[src/rtl/divider_sched_pkg.sv]
// Shared types and constants for the divider scheduler.
package divider_sched_pkg;

  localparam int unsigned DEFAULT_WIDTH = 4;

  typedef enum logic [1:0] {
    ST_IDLE = 2'd0,
    ST_RUN  = 2'd1,
    ST_RESP = 2'd2
  } state_e;

  // Index of the set bit in a one-hot vector of up to 8 bits.
  function automatic logic [2:0] onehot_idx(input logic [7:0] oh);
    onehot_idx = '0;
    for (int unsigned i = 0; i < 8; i++) begin
      if (oh[i]) onehot_idx = 3'(i);
    end
  endfunction

endpackage

[src/rtl/divider_scheduler_rr_arbiter.sv]
// Combinational round-robin pick: first requester after 'last', wrapping.
module rr_arbiter #(
  parameter int unsigned NUM_REQ = 4,
  parameter int unsigned LW      = 2
) (
  input  logic [NUM_REQ-1:0] req,
  input  logic [LW-1:0]      last,
  output logic [NUM_REQ-1:0] grant_c,
  output logic               valid_c
);

  logic [LW-1:0] idx;

  always_comb begin
    grant_c = '0;
    valid_c = 1'b0;
    idx     = '0;
    for (int unsigned k = 1; k <= NUM_REQ; k++) begin
      idx = LW'((32'(last) + k) % NUM_REQ);
      if (!valid_c && req[idx]) begin
        grant_c[idx] = 1'b1;
        valid_c      = 1'b1;
      end
    end
  end

endmodule

[src/rtl/divider_scheduler.sv]
// Round-robin scheduler sharing one divider among NUM_REQ requesters.
// Optional RUN-state abort counter enabled by DIV_SCHED_TIMEOUT_EN.
module divider_scheduler
  import divider_sched_pkg::*;
#(
  parameter int unsigned NUM_REQ = 4,
  parameter int unsigned WIDTH   = DEFAULT_WIDTH,
  parameter int unsigned TIMEOUT = 32
) (
  input  logic                     clk,
  input  logic                     rst,
  input  logic [NUM_REQ-1:0]       req,
  input  logic [NUM_REQ*WIDTH-1:0] req_dividend,
  input  logic [NUM_REQ*WIDTH-1:0] req_divisor,
  output logic [NUM_REQ-1:0]       ack,
  output logic [NUM_REQ-1:0]       rsp_valid,
  output logic [WIDTH-1:0]         rsp_quotient,
  output logic [WIDTH-1:0]         rsp_remainder,
  output logic                     rsp_error,
  output logic                     busy,
  output logic                     div_go,
  output logic [WIDTH-1:0]         div_dividend,
  output logic [WIDTH-1:0]         div_divisor,
  output logic [3:0]               div_n,
  input  logic [WIDTH-1:0]         div_quotient,
  input  logic [WIDTH-1:0]         div_remainder,
  input  logic                     div_error,
  input  logic                     div_done
);

  localparam int unsigned LW = (NUM_REQ > 1) ? $clog2(NUM_REQ) : 1;

  state_e             state;
  logic [LW-1:0]      last;
  logic [NUM_REQ-1:0] gnt_q;
  logic [NUM_REQ-1:0] grant_c;
  logic               grant_vld_c;
  logic [LW-1:0]      grant_idx_c;
  logic [WIDTH-1:0]   sel_dividend_c;
  logic [WIDTH-1:0]   sel_divisor_c;

`ifdef DIV_SCHED_TIMEOUT_EN
  localparam int unsigned TW = $clog2(TIMEOUT + 1);
  logic [TW-1:0] tmo_cnt;
`else
  localparam int unsigned unused_timeout = TIMEOUT;
`endif

  assign div_n = 4'(WIDTH);

  rr_arbiter #(
    .NUM_REQ (NUM_REQ),
    .LW      (LW)
  ) u_arb (
    .req     (req),
    .last    (last),
    .grant_c (grant_c),
    .valid_c (grant_vld_c)
  );

  // Operand slice and index of the winning requester.
  always_comb begin
    sel_dividend_c = '0;
    sel_divisor_c  = '0;
    grant_idx_c    = LW'(onehot_idx(8'(grant_c)));
    for (int unsigned i = 0; i < NUM_REQ; i++) begin
      if (grant_c[i]) begin
        sel_dividend_c = req_dividend[i*WIDTH +: WIDTH];
        sel_divisor_c  = req_divisor[i*WIDTH +: WIDTH];
      end
    end
  end

  always_ff @(posedge clk or negedge rst) begin
    if (!rst) begin
      state         <= ST_IDLE;
      last          <= LW'(NUM_REQ - 1);
      gnt_q         <= '0;
      ack           <= '0;
      rsp_valid     <= '0;
      rsp_quotient  <= '0;
      rsp_remainder <= '0;
      rsp_error     <= 1'b0;
      busy          <= 1'b0;
      div_go        <= 1'b0;
      div_dividend  <= '0;
      div_divisor   <= '0;
`ifdef DIV_SCHED_TIMEOUT_EN
      tmo_cnt       <= '0;
`endif
    end else begin
      ack       <= '0;
      rsp_valid <= '0;
      case (state)
        ST_IDLE: begin
          if (grant_vld_c) begin
            ack          <= grant_c;
            gnt_q        <= grant_c;
            last         <= grant_idx_c;
            div_dividend <= sel_dividend_c;
            div_divisor  <= sel_divisor_c;
            busy         <= 1'b1;
            if (sel_divisor_c != '0) begin
              state  <= ST_RUN;
              div_go <= 1'b1;
`ifdef DIV_SCHED_TIMEOUT_EN
              tmo_cnt <= '0;
`endif
            end else begin
              // Divide-by-zero answered locally; the divider is never started.
              state         <= ST_RESP;
              rsp_valid     <= grant_c;
              rsp_error     <= 1'b1;
              rsp_quotient  <= '0;
              rsp_remainder <= '0;
            end
          end
        end
        ST_RUN: begin
`ifdef DIV_SCHED_TIMEOUT_EN
          tmo_cnt <= tmo_cnt + TW'(1);
`endif
          if (div_done) begin
            state         <= ST_RESP;
            div_go        <= 1'b0;
            rsp_valid     <= gnt_q;
            rsp_quotient  <= div_quotient;
            rsp_remainder <= div_remainder;
            rsp_error     <= div_error;
          end
`ifdef DIV_SCHED_TIMEOUT_EN
          else if (tmo_cnt == TW'(TIMEOUT - 1)) begin
            state         <= ST_RESP;
            div_go        <= 1'b0;
            rsp_valid     <= gnt_q;
            rsp_quotient  <= '0;
            rsp_remainder <= '0;
            rsp_error     <= 1'b1;
          end
`endif
        end
        ST_RESP: begin
          state <= ST_IDLE;
          busy  <= 1'b0;
        end
        default: begin
          state  <= ST_IDLE;
          busy   <= 1'b0;
          div_go <= 1'b0;
        end
      endcase
    end
  end

endmodule
[config.mk]
export PLATFORM = sky130hd
export DESIGN_NAME = divider_scheduler
export DESIGN_NICKNAME = d
export VERILOG_FILES = /design/src/rtl/divider_sched_pkg.sv /design/src/rtl/divider_scheduler_rr_arbiter.sv /design/src/rtl/divider_scheduler.sv
export SDC_FILE = /design/constraint.sdc
export NUM_CORES = 1
export LEC_CHECK = 0
export ABC_AREA = 1
export ABC_CLOCK_PERIOD_IN_PS = 4300
export BUFFER_PORTS_ARGS = -buffer_cell sky130_fd_sc_hd__buf_2
export CORE_MARGIN = 1
export CORE_UTILIZATION = 53
export CTS_CLUSTER_SIZE = 16
export DETAILED_ROUTE_END_ITERATION = 12
export GPL_TIMING_DRIVEN = 0
export HOLD_SLACK_MARGIN = 0.02
export PLACE_DENSITY = 0.85
export RECOVER_POWER = 100
export REMOVE_ABC_BUFFERS = 1
export SLEW_MARGIN = 10
export SYNTH_ARGS = -nofsm -noshare
export SYNTH_HDL_FRONTEND = slang
export SYNTH_HIERARCHICAL = 1
export SYNTH_SLANG_ARGS = --single-unit
[constraint.sdc]
create_clock -name clk -period 4.3 [get_ports clk]
set_input_delay 0.86 -clock clk [delete_from_list [all_inputs] [get_ports clk]]
set_output_delay 0.86 -clock clk [all_outputs]
set_load 0.005 [all_outputs]
## Word-level counts from Yosys, hierarchy flattened

Cells that the tools add are included.

| cells by class | value |
|---|---|
| muxes and demuxes | 61 |
| order comparisons | 8 |
| reduce and logical (&&, ||, !) cells | 18 |
| bitwise operators | 5 |
| add/sub/neg operators | 4 |
| equal/unequal tests | 6 |

Operator list:

| cell | number |
|---|---|
| two-way mux 4 bit | 21 |
| case mux 4 bit (2 select lines) | 3 |
| two-way mux 1 bit | 20 |
| < comparator 2 x 3 -> 1 bit, second input constant | 4 |
| OR 4 bit | 3 |
| two-way mux 2 bit | 5 |
| binary-select mux 1 bit (select 2 bit) | 4 |
| demux 1 bit (select 2 bit) | 4 |
| >= comparator 2 x 1 -> 1 bit, second input constant | 4 |
| != test 2 bit, second input constant | 4 |
| AND reduction 4 bit | 2 |
| logical AND 1 bit | 7 |
| AND reduction 2 bit | 3 |
| adder 2 x 1 -> 2 bit, second input constant | 2 |
| adder 2 bit, second input constant | 2 |
| case mux 1 bit (2 select lines) | 2 |
| case mux 2 bit (2 select lines) | 1 |
| nonzero test 4 bit | 1 |
| zero test 1 bit | 3 |
| case mux 1 bit (3 select lines) | 1 |
| equality test 2 x 1 -> 1 bit, second input constant | 1 |
| equality test 2 bit, second input constant | 1 |
| zero test 2 bit | 1 |
| NOT 1 bit | 2 |
| nonzero test 2 bit | 1 |

| storage, ports and cells | value |
|---|---|
| output and inout port bits | 31 |
| bits of input ports | 48 |
| logic and storage cells | 114 |
| register bits after elaboration | 35 |

## Longest topological paths before layout

Gate-level depths: netlist (run 1).

| logic depth | value |
|---|---|
| depth after elaboration | 21 |
| mapped depth | 21 |
| gate-level depth less buffers | 20 |

## Hierarchy

The synthesis (run 1) kept the hierarchy.

Modules (own cells, without submodules):

| module | sequential area each (sq um) | area an instance (sq um) | cells each | times used |
|---|---|---|---|---|
| divider_scheduler | 878.3 | 1721.7 | 195 | 1 |
| rr_arbiter | 0.0 | 451.7 | 80 | 1 |

## Worst setup path before layout (run 1)

Ideal clock, no wire load.

| timing path | value |
|---|---|
| path type | register to register |
| start | register last[0] |
| end | register rsp_error |
| data required time | 4.183 ns |
| slack | 1.606 ns |
| arrival time | 2.578 ns |
| path buffers | 1 |
| period minus slack after synthesis | 2.694 ns |
| cell stages (with the launch flop) | 22 |
| library setup time | 0.117 ns |
| cell sequence | dfstp_2 -> inv_2 -> ha_1 -> inv_1 -> nand3_4 -> nand2_4 -> nand2_2 -> nor2_4 -> nand3_1 -> nand2_1 -> buf_6 -> inv_6 -> nor2_2 -> nor2_1 -> nand2_2 -> nand2_1 -> nor2_2 -> nand2_4 -> nand2_4 -> nand2_4 -> nand2_1 -> nand2_1 |

| between the ends | value |
|---|---|
| elaborated cells between the ends (all ways) | 57 |
| those cells by class | add/sub: 4; order compare: 8; eq/ne: 2; mux: 28; bitwise: 3; reduce/logical: 12 |

RTL lines:

| what | line | RTL |
|---|---|---|
| start: declaration | divider_scheduler.sv:34 | `logic [LW-1:0] last;` |
| start signal: assignment | divider_scheduler.sv:77 | `last <= LW'(NUM_REQ - 1);` |
| start signal: assignment | divider_scheduler.sv:99 | `last <= grant_idx_c;` |
| branches (longest 12 deep; another with < comparator 2 x 3 -> 1 bit) | n/a |  |
| two-way mux 4 bit (*) | divider_scheduler_rr_arbiter.sv:20 | `if (!valid_c && req[idx]) begin` |
| via grant_c[2] | divider_scheduler.sv:36 | `logic [NUM_REQ-1:0] grant_c;` |
| two-way mux 4 bit (*) (2 in series) | divider_scheduler.sv:67 | `if (grant_c[i]) begin` |
| nonzero test 4 bit (*) | divider_scheduler.sv:103 | `if (sel_divisor_c != '0) begin` |
| != test 2 bit (no source line) (*) | n/a |  |
| AND reduction 4 bit (no source line) (*) | n/a |  |
| end signal: assignment | divider_scheduler.sv:129 | `rsp_error <= div_error;` |
| end: declaration | divider_scheduler.sv:19 | `output logic rsp_error,` |

Mark *: on every way through the listed nets, which the timed path passes. The select of a mux whose other input is x is not followed.
A chain may end at the register's enable or synchronous reset.

## Final worst setup path (run 1)

| timing path | value |
|---|---|
| start | register last[0] |
| end | register rsp_remainder[2] |

| between the ends | value |
|---|---|
| elaborated cells between the ends (all ways) | 57 |
| those cells by class | add/sub: 4; order compare: 8; eq/ne: 2; mux: 28; bitwise: 3; reduce/logical: 12 |

RTL lines:

| what | line | RTL |
|---|---|---|
| branches (longest 12 deep; another with < comparator 2 x 3 -> 1 bit) | n/a |  |
| two-way mux 4 bit (*) | divider_scheduler_rr_arbiter.sv:20 |  |
| via grant_c[2] | divider_scheduler.sv:36 |  |
| two-way mux 4 bit (*) (2 in series) | divider_scheduler.sv:67 |  |
| nonzero test 4 bit (*) | divider_scheduler.sv:103 |  |
| != test 2 bit (no source line) (*) | n/a |  |
| AND reduction 4 bit (no source line) (*) | n/a |  |
| end signal: assignment | divider_scheduler.sv:128 | `rsp_remainder <= div_remainder;` |
| end: declaration | divider_scheduler.sv:18 | `output logic [WIDTH-1:0] rsp_remainder,` |

Marked as above.

==> results.ini, run 1 <==
[outcome]
status=finished, violations left
violations=max-capacitance violations, max-slew violations

[power_and_ir_drop]
combinationalPowerShare_pct=65.1
power.leakage_nw=1.41
p_int_mw=1.07
p_switching_mw=1.20
netSwitchingFraction_pct=52.8
seqPwrFrac_pct=24.7
clkPwrFrac_pct=10.2
ir_drop_mv=0.509
pwr_density_cell_nw_per_um2=890

[timing]
rsz0062_at_grt=false
period_minus_slack_ps=3600
report.final.setup_viol=0
setup_tns_ps=0
finalHoldViolations=0
fmax_mhz=278
final-max-slew-violation-count=36
fin_skew_ps=6.25
hold_ws_ps=471
min_period_over_period_pct=83.8
relSlewSlack_pct=-25.5
setup_slack_ps=697
worst_slew_pin_slew_ps=1880

[logic_synthesis]
synth_cell_types=29
ys_ff_latch=35
synth_top_area_share_pct=38.0
synthArstFlopShare_pct=100
avgSynthCellArea_um2=7.90
synth_edf_count=0
syn_area_um2=2170
synth-seq-area-share_pct=40.4
synth_most_common_cell=nand2_1
synth.area.top_cells=dfrtp_1 38%, nand2_1 13%, nand3_1 9.0%
yosysWarnings=6
synth_commonest_cells=76 x nand2_1, 39 x nand3_1, 33 x dfrtp_1, 24 x inv_1, 18 x nor2_1
synth_top_cell_by_area=dfrtp_1
synth_flop_cell=dfrtp_1
synthCells=275

[finish]
nets=404
syn_to_final_growth_pct=17.5
multi_input_comb_area_um2=1050
fillers=351
drive_gt1_share_pct=26.4
regArea_um2=878
diodes=0

[detailed_routing]
highest_layer=met4
dr_wl_met2_um=2310
wirelength_um=4740
drt_pass1_iterations=4
num_vias=1975
vias_per_cell=4.97
wl_met1_um=2090
first_iter_violations=101
wl_met3_um=291
remaining_drc_errors=0
antenna_left=0
wire_per_inst_um=11.9

[clock_network]
cts_made_buffers=5
h-tree-depth=2
insertion_delay_ps=290
cts_root_buf=clkbuf_8
cts.reportedPaths.clkPinSlew_ps=70
postCtsSetupBuffers=0
cts_tree=done
numClockSinks=35
cts_hold_buf=0
clk_path_buf_depth=2
cts_resized=0

[grt]
grt_pass1_vias=1815
antenna_found_initial=0
grt_remaining_overflow=0
grt_pass1_wl_um=7800
track_usage_pct=23.7
grt_max_degree=36

[floorplan]
initial_core_util_pct=57.2
die_h_um=66.0
dieWidth_um=66.0
coreArea_um2=3800
die_area_um2=4360
ios=79
row_count=22

[placed_design]
post-place-ws_ps=972
dp.final_hpwl_um=3550
place.gp.congestion=0.856
io_buffers=74

[min_path]
hp-class=reg -> reg
worstHoldEndpoint=rsp_remainder[0]$_DFFE_PN0P_
hold-path-cell-count=2
hold_path_startpoint=rsp_remainder[0]$_DFFE_PN0P_

[worst_setup_path]
cp-start-kind=flip-flop
r2r_start=last[0]$_DFFE_PN1P_
worstSetupPathType=reg -> reg
cp.required_ps=4470
r2r_slack_ps=700
arrival_ps=3780
reg2reg_to=rsp_remainder[2]$_DFFE_PN0P_
r2r_cells=20
critPathCaptureType=flip-flop
crit_fanout=12

[run]
drv_cap=1

==> worst max path at each step <==
| stage | startpoint | end |
|---|---|---|
| finish | last[0]$_DFFE_PN1P_ | rsp_remainder[2]$_DFFE_PN0P_ |
| global route | last[0]$_DFFE_PN1P_ | rsp_remainder[2]$_DFFE_PN0P_ |
| CTS | last[0]$_DFFE_PN1P_ | rsp_remainder[2]$_DFFE_PN0P_ |
| detailed placement | last[0]$_DFFE_PN1P_ | rsp_remainder[2]$_DFFE_PN0P_ |
| global placement | last[0]$_DFFE_PN1P_ | rsp_remainder[2]$_DFFE_PN0P_ |
| floorplan | last[0]$_DFFE_PN1P_ | rsp_error$_DFFE_PN0P_ |
==> state kept, by name, indices dropped and copies added, names as in the netlist <==
register and flops:
gnt_q 4, rsp_remainder 4, div_divisor 4, ack 4
div_dividend 4, rsp_quotient 4, rsp_error 1, last 2
state 2, div_go 1, busy 1, rsp_valid 4
==> per-stage QoR <==
step / utilization (%) / power, mW / instances / instance area, µm²
3_3_place_gp: 66.6 / 2.06 / 389 / 2530
6_report: 67.2 / 2.27 / 397 / 2550
5_1_grt: 67.2 / 2.51 / 397 / 2550
4_1_cts: 68.8 / 2.37 / 397 / 2620
2_1_floorplan: - / 1.74 / 267 / 2100
3_5_place_dp: 66.6 / 2.13 / 389 / 2530
==> logic make-up after synthesis <==
logic type	after synthesis	share of synthesized area, %
simple gates	160	37.2
fa+ha+maj	8	4.61
buf+inv	41	9.44
flops	35	40.4
compound gates	29	8.00
other cells	2	0.346
==> power groups by stage <==
stage	Combinational, mW	Sequential, mW	Clock, mW
floorplan	1.17	0.565	0
finish	1.48	0.561	0.231
detailed placement	1.56	0.565	0
global placement	1.50	0.561	0
global route	1.68	0.576	0.254
CTS	1.57	0.561	0.236
==> per-layer routing <==
metal	up-vias	global-route usage [%]
met5	-	0
met1	877	28.4
li1	1018	-
met2	73	41.7
met4	0	6.12
met3	7	6.21
==> cell type report <==
cell class	count	share of cell area (%)
clock buffer	6	2.84
timing repair buffer	74	13.8
tap	48	2.35
sequential	35	34.4
clock inverter	2	0.490
inverter	31	4.85
multi-input combinational	201	41.3
==> worst max-delay path, stage by stage, from the launching register on <==
cell and delay (ps):
dfstp_2 670, inv_2 150, ha_1 380, inv_1 140, nand3_4 120, nand2_4 100, nand2_1 60, nor2_1 290
nand3_1 130, nand2_1 390, inv_6 100, nor2_1 110, nor2_1 50, nand2_1 110, nand2_1 70, nor2_1 180
nand2_4 120, nand2_4 90, nand2_4 90, nand2_1 70, nand2_1 50
==> placed cells by master (no fill, tap or decap), drive strengths merged, types with 2 or more instances in the layout <==
| cell | n |
|---|---|
| a21oi | 9 |
| a31oi | 4 |
| buf | 59 |
| clkbuf | 21 |
| clkinv | 2 |
| conb | 4 |
| dfrtp | 33 |
| dfstp | 2 |
| ha | 8 |
| inv | 30 |
| nand2 | 86 |
| nand3 | 42 |
| nor2 | 30 |
| o211ai | 4 |
| o21ai | 7 |
| o22ai | 4 |
Note: power is estimated with default switching activity, not from simulation.
==> run 2: changes to the inputs <==
- ABC_CLOCK_PERIOD_IN_PS: 4300 -> 3200
- CORE_UTILIZATION: 53 -> 45
- PLACE_DENSITY: 0.85 -> 0.77
- clock period: 4.3 -> 3.2 ns (I/O delays scaled with it)
==> run 2 against run 1 <==
The flow still finishes with violations (max-capacitance violations, max-slew violations). Global-route usage shrank 3.7 points. Utilization shrank 7.0 points. Via count grew 5.6%. Hold slack gained 0.59 ps. Clock-buffer cell count shrank 1. Clock skew shrank 4.4 ps. Combinational power grew 53%. Total power grew 46%. Critical path depth is the same. Setup slack lost 470 ps. Die area grew 17%. Routed wire length grew 4.0%. Critical path type unchanged.
==> results.ini, run 2 (same netlist as run 1, synthesis figures left out) <==
[worst_setup_path]
reg2reg_to=rsp_remainder[3]$_DFFE_PN0P_
cp.required_ps=3380
r2r_cells=20
slowest_stage=dfstp_2
arrival_ps=3150
crit_fanout=10
critical_path.top_delay_family=simple AND/OR/NAND/NOR gates
cp-start-kind=flip-flop
path_cells=clkinvlp_4 > ha_2 > inv_1 > nand3_4 > nand2_4 > nand2_2 > nor2_4 > nand3_1 > nand2_2 > inv_4 > nand3_1 > nand2_1 > nand2_2 > nand2_1 > nor2_2 > nand2_4 > nand2_4 > nand2_4 > nand2_1 > nand2_1
r2r_slack_ps=230
critPathCaptureType=flip-flop
cp_slowest_stage_delay_ps=610
worstSetupPathType=reg -> reg
r2r_start=last[1]$_DFFE_PN1P_
critPathBufInv=3

[floorplan]
row_count=24
coreArea_um2=4500
dieWidth_um=71.5
die_area_um2=5110
initial_core_util_pct=48.2
ios=79
die_h_um=71.5

[power_and_ir_drop]
clkPwrFrac_pct=9.2
power.leakage_nw=1.48
ir_drop_mv=0.667
pwr_density_cell_nw_per_um2=1220
p_int_mw=1.59
combinationalPowerShare_pct=68.4
netSwitchingFraction_pct=52.0
p_switching_mw=1.73
seqPwrFrac_pct=22.4
total_power_mw=3.32

[outcome]
status=finished, violations left
violations=max-capacitance violations, max-slew violations

[timing]
final-max-slew-violation-count=36
period_minus_slack_ps=2970
min_period_over_period_pct=92.9
fmax_mhz=337
setup_slack_ps=228
worst_slew_pin_slew_ps=1770
fin_skew_ps=1.81
report.final.setup_viol=0
finalHoldViolations=0
relSlewSlack_pct=-18.2

[detailed_routing]
drt_pass1_iterations=4
wire_per_inst_um=11.9
first_iter_violations=77
remaining_drc_errors=0
antenna_left=0
wirelength_um=4940
vias_per_cell=5.05
num_vias=2085

[finish]
most-common-layout-cells=72 x nand2_1, 60 x buf_2, 39 x nand3_1
multi_input_comb_area_um2=1120
regArea_um2=878
post-route-util_pct=60.3
syn_to_final_growth_pct=24.9
fillers=413
layout_commonest_cell=nand2_1
drive_gt1_share_pct=34.1
diodes=0
nets=416

[min_path]
hold-path-cell-count=2
hp-class=reg -> reg
worstHoldEndpoint=rsp_remainder[0]$_DFFE_PN0P_
hold_path_startpoint=rsp_remainder[0]$_DFFE_PN0P_

[grt]
grt_pass1_wl_um=8050
grt_max_degree=36
antenna_found_initial=0
grt_pass1_vias=1864
track_usage_pct=19.9
grt_remaining_overflow=0

[placed_design]
dp.final_hpwl_um=3490
post-place-ws_ps=-72.6
io_buffers=74
place.gp.congestion=0.883

[clock_network]
cts_tree=done
insertion_delay_ps=280
h-tree-depth=2
cts_root_buf=clkbuf_8
cts_made_buffers=5
clk_path_buf_depth=2
cts.reportedPaths.clkPinSlew_ps=70
cts_hold_buf=0
numClockSinks=35

[run]
drv_cap=1

## run 2: tightest hold or removal path: stages (launching register included)
cell,delay (ps)
dfrtp_1,340
nand2_1,50
nand2_1,50
## run 2: how the worst max path moves through the flow
stage	startpoint	endpoint	slack, ps	cells past startpoint
floorplan	last[0]$_DFFE_PN1P_	rsp_error$_DFFE_PN0P_	380	20
global placement	last[0]$_DFFE_PN1P_	rsp_quotient[2]$_DFFE_PN0P_	-20	20
detailed placement	last[0]$_DFFE_PN1P_	rsp_remainder[3]$_DFFE_PN0P_	-70	20
CTS	last[0]$_DFFE_PN1P_	rsp_remainder[3]$_DFFE_PN0P_	40	20
global route	last[1]$_DFFE_PN1P_	rsp_quotient[0]$_DFFE_PN0P_	-6	19
finish	last[1]$_DFFE_PN1P_	rsp_remainder[3]$_DFFE_PN0P_	230	20
## run 2: area by class of cell
| cell class | instances | share of cell area [%] |
|---|---|---|
| clock inverter | 3 | 0.553 |
| inverter | 31 | 4.70 |
| tap | 52 | 2.40 |
| sequential | 35 | 32.4 |
| timing repair buffer | 85 | 16.0 |
| multi-input combinational | 202 | 41.4 |
| clock buffer | 5 | 2.54 |
## run 2: timing repair
action                                  4_1_cts  5_1_grt
pin swaps                                     0        2
cloned                                        0        1
endpoints found under the setup margin        9       16
resized for setup                             2        7
buffers inserted                              0       11
## run 2: routing by layer
| metal | global-route usage, % | part of all wire [%] | vias to the layer above |
|---|---|---|---|
| li1 | - | - | 1047 |
| met1 | 24.9 | 44 | 942 |
| met2 | 34.5 | 48 | 90 |
| met3 | 5.49 | 7.2 | 6 |
| met4 | 4.79 | 1.1 | 0 |
| met5 | 0 | 0 | - |
## run 2: power by group through the flow
stage | Clock, mW | Sequential (mW) | Combinational, mW
floorplan | 0 | 0.759 | 1.57
global placement | 0 | 0.755 | 2.04
detailed placement | 0 | 0.760 | 2.10
CTS | 0.314 | 0.755 | 2.11
global route | 0.334 | 0.765 | 2.56
finish | 0.305 | 0.746 | 2.27
## run 2: through the flow
stage	setup TNS, ps	hold WS (ps)	cell area (µm²)	cells
finish	0	472	2710	413
global route	-5.88	501	2710	413
CTS	0	441	2620	401
detailed placement	-499	458	2530	393
global placement	-176	448	2530	393
floorplan	0	344	2100	267
==> run 3: changes to the inputs <==
- RECOVER_POWER: 100 -> unset
==> run 3 against run 2 <==
The flow now finishes without violations. Die area stayed put. Register-to-register slack hardly changed. Critical endpoint unchanged. First-iteration DRC count stayed put. Sequential share of layout area is 0.21 points lower. Global-route usage stayed put. Utilization is 0.39 points higher. Clock power hardly changed. Clock skew is 1.8 ps higher. Critical path depth stayed put. Sequential power hardly changed. Cell area is 0.65% higher. Largest cell class unchanged. Setup slack better by 11 ps.
==> results.ini, run 3 (same netlist as run 1, synthesis figures left out) <==
[outcome]
status=complete, no violations

[clock_network]
numClockSinks=35
cts.reportedPaths.clkPinSlew_ps=70
cts_made_buffers=5
cts_tree=done
cts_root_buf=clkbuf_8
h-tree-depth=2
cts_hold_buf=0
clk_path_buf_depth=2
insertion_delay_ps=290

[detailed_routing]
first_iter_violations=77
wire_per_inst_um=11.9
num_vias=2065
vias_per_cell=5.00
wirelength_um=4920
remaining_drc_errors=0
drt_pass1_iterations=4
antenna_left=0

[run]
drv_cap=0

[power_and_ir_drop]
power.leakage_nw=1.53
p_int_mw=1.61
combinationalPowerShare_pct=68.5
pwr_density_cell_nw_per_um2=1220
netSwitchingFraction_pct=51.8
ir_drop_mv=0.657
total_power_mw=3.34
clkPwrFrac_pct=9.2
seqPwrFrac_pct=22.3
p_switching_mw=1.73

[worst_setup_path]
critical_path.top_delay_family=simple AND/OR/NAND/NOR gates
path_cells=clkinvlp_4 > ha_2 > inv_1 > nand3_4 > nand2_4 > nand2_2 > nor2_4 > nand3_1 > nand2_4 > inv_6 > nor2_1 > nor2_1 > nand2_1 > nand2_1 > nor2_2 > nand2_4 > nand2_4 > nand2_4 > nand2_1 > nand2_1
cp.required_ps=3380
critPathMostFrequentCell=nand2_4
r2r_slack_ps=240
critPathBufInv=3
crit_fanout=10
slowest_stage=dfstp_2
cp_slowest_stage_delay_ps=620
arrival_ps=3150
cp-start-kind=flip-flop
worstSetupPathType=reg -> reg
critPathCaptureType=flip-flop

[timing]
final-max-slew-violation-count=0
min_period_over_period_pct=92.5
fin_skew_ps=3.64
setup_tns_ps=0
fmax_mhz=338
worst_slew_pin_slew_ps=739
report.final.setup_viol=0
period_minus_slack_ps=2960
relSlewSlack_pct=50.7
finalHoldViolations=0

[floorplan]
coreArea_um2=4500
row_count=24
die_h_um=71.5
die_area_um2=5110
dieWidth_um=71.5
ios=79
initial_core_util_pct=48.2

[grt]
grt_remaining_overflow=0
antenna_found_initial=0
track_usage_pct=19.9
grt_pass1_wl_um=8050
grt_max_degree=36
grt_pass1_vias=1864

[finish]
drive_gt1_share_pct=38.0
fin_area_um2=2730
post-route-util_pct=60.6
syn_to_final_growth_pct=25.7
finalNonFillerCells=413
layout_commonest_cell=buf_2
diodes=0
most-common-layout-cells=74 x buf_2, 72 x nand2_1, 39 x nand3_1
fillers=409
nets=416

[placed_design]
placed_area_um2=2530
place.gp.congestion=0.883
dp.final_hpwl_um=3490
io_buffers=74
placed_cells_incl_taps=393

[min_path]
hp-class=in -> async

==> run 3: cell types whose count changed in the layout (fill, tap and decap cells not counted), sizes merged <==
cell,before,now
clkbuf,18,5
buf,72,85
==> run 3: what timing repair did <==
item,4_1_cts,5_1_grt
pin swaps,0,2
setup buffers,0,11
cloned,0,1
hold endpoints to repair,0,0
setup endpoints to repair,9,16
gates resized for setup,2,7
==> run 3: final timing paths <==
check / from / depth (start not counted) / endpoint
max: last[1]$_DFFE_PN1P_ / 20 / rsp_remainder[3]$_DFFE_PN0P_
max reg2reg: last[1]$_DFFE_PN1P_ / 20 / rsp_remainder[3]$_DFFE_PN0P_
min in group clk: rsp_quotient[2]$_DFFE_PN0P_ / 2 / rsp_quotient[2]$_DFFE_PN0P_
min reg2reg: rsp_quotient[2]$_DFFE_PN0P_ / 2 / rsp_quotient[2]$_DFFE_PN0P_
max in group asynchronous: rst / 1 / ack[0]$_DFF_PN0_
min: rst / 1 / rsp_quotient[2]$_DFFE_PN0P_
==> run 3: power by group through the flow <==
stage / Sequential [mW] / Combinational (mW) / Clock (mW)
6_report: 0.744 / 2.28 / 0.308
5_1_grt: 0.763 / 2.57 / 0.334
4_1_cts: 0.755 / 2.11 / 0.314
3_5_place_dp: 0.760 / 2.10 / 0
3_3_place_gp: 0.755 / 2.04 / 0
2_1_floorplan: 0.759 / 1.57 / 0
==> run 3: metal layers <==
layer | up-vias | wire, µm | global-route usage [%] | part of all wire, %
li1 | 1050 | - | - | -
met1 | 929 | 2170 | 24.9 | 44
met2 | 80 | 2370 | 34.5 | 48
met3 | 6 | 318 | 5.49 | 6.5
met4 | 0 | 55 | 4.79 | 1.1
met5 | - | 0 | 0 | 0
==> run 3: final cells by class <==
type / count / area, µm² / area share (%)
clock inverters: 3 / 15.0 / 0.550
clock buffers: 5 / 68.8 / 2.52
repair buffers: 85 / 453 / 16.6
inverters: 31 / 128 / 4.67
well taps: 52 / 65.1 / 2.38
flip-flops and latches: 35 / 878 / 32.2
multi-input cells: 202 / 1120 / 41.1
==> run 3: worst register-to-register path, cell delays in order, from the launching register on <==
cell        delay [ps]
dfstp_2            620
clkinvlp_4         160
ha_2               320
inv_1              120
nand3_4            120
nand2_4            110
nand2_2             70
nor2_4             130
nand3_1            130
nand2_4            160
inv_6               80
nor2_1             100
nor2_1              50
nand2_1             90
nand2_1             70
nor2_2             120
nand2_4            100
nand2_4             80
nand2_4             90
nand2_1             80
nand2_1             50
==> run 3: metrics by stage <==
step	setup WS [ps]	hold WS (ps)
after floorplan	382	344
after global placement	-23.7	448
after detailed placement	-72.6	458
after CTS	38.0	441
after global routing	-5.88	469
final	239	407
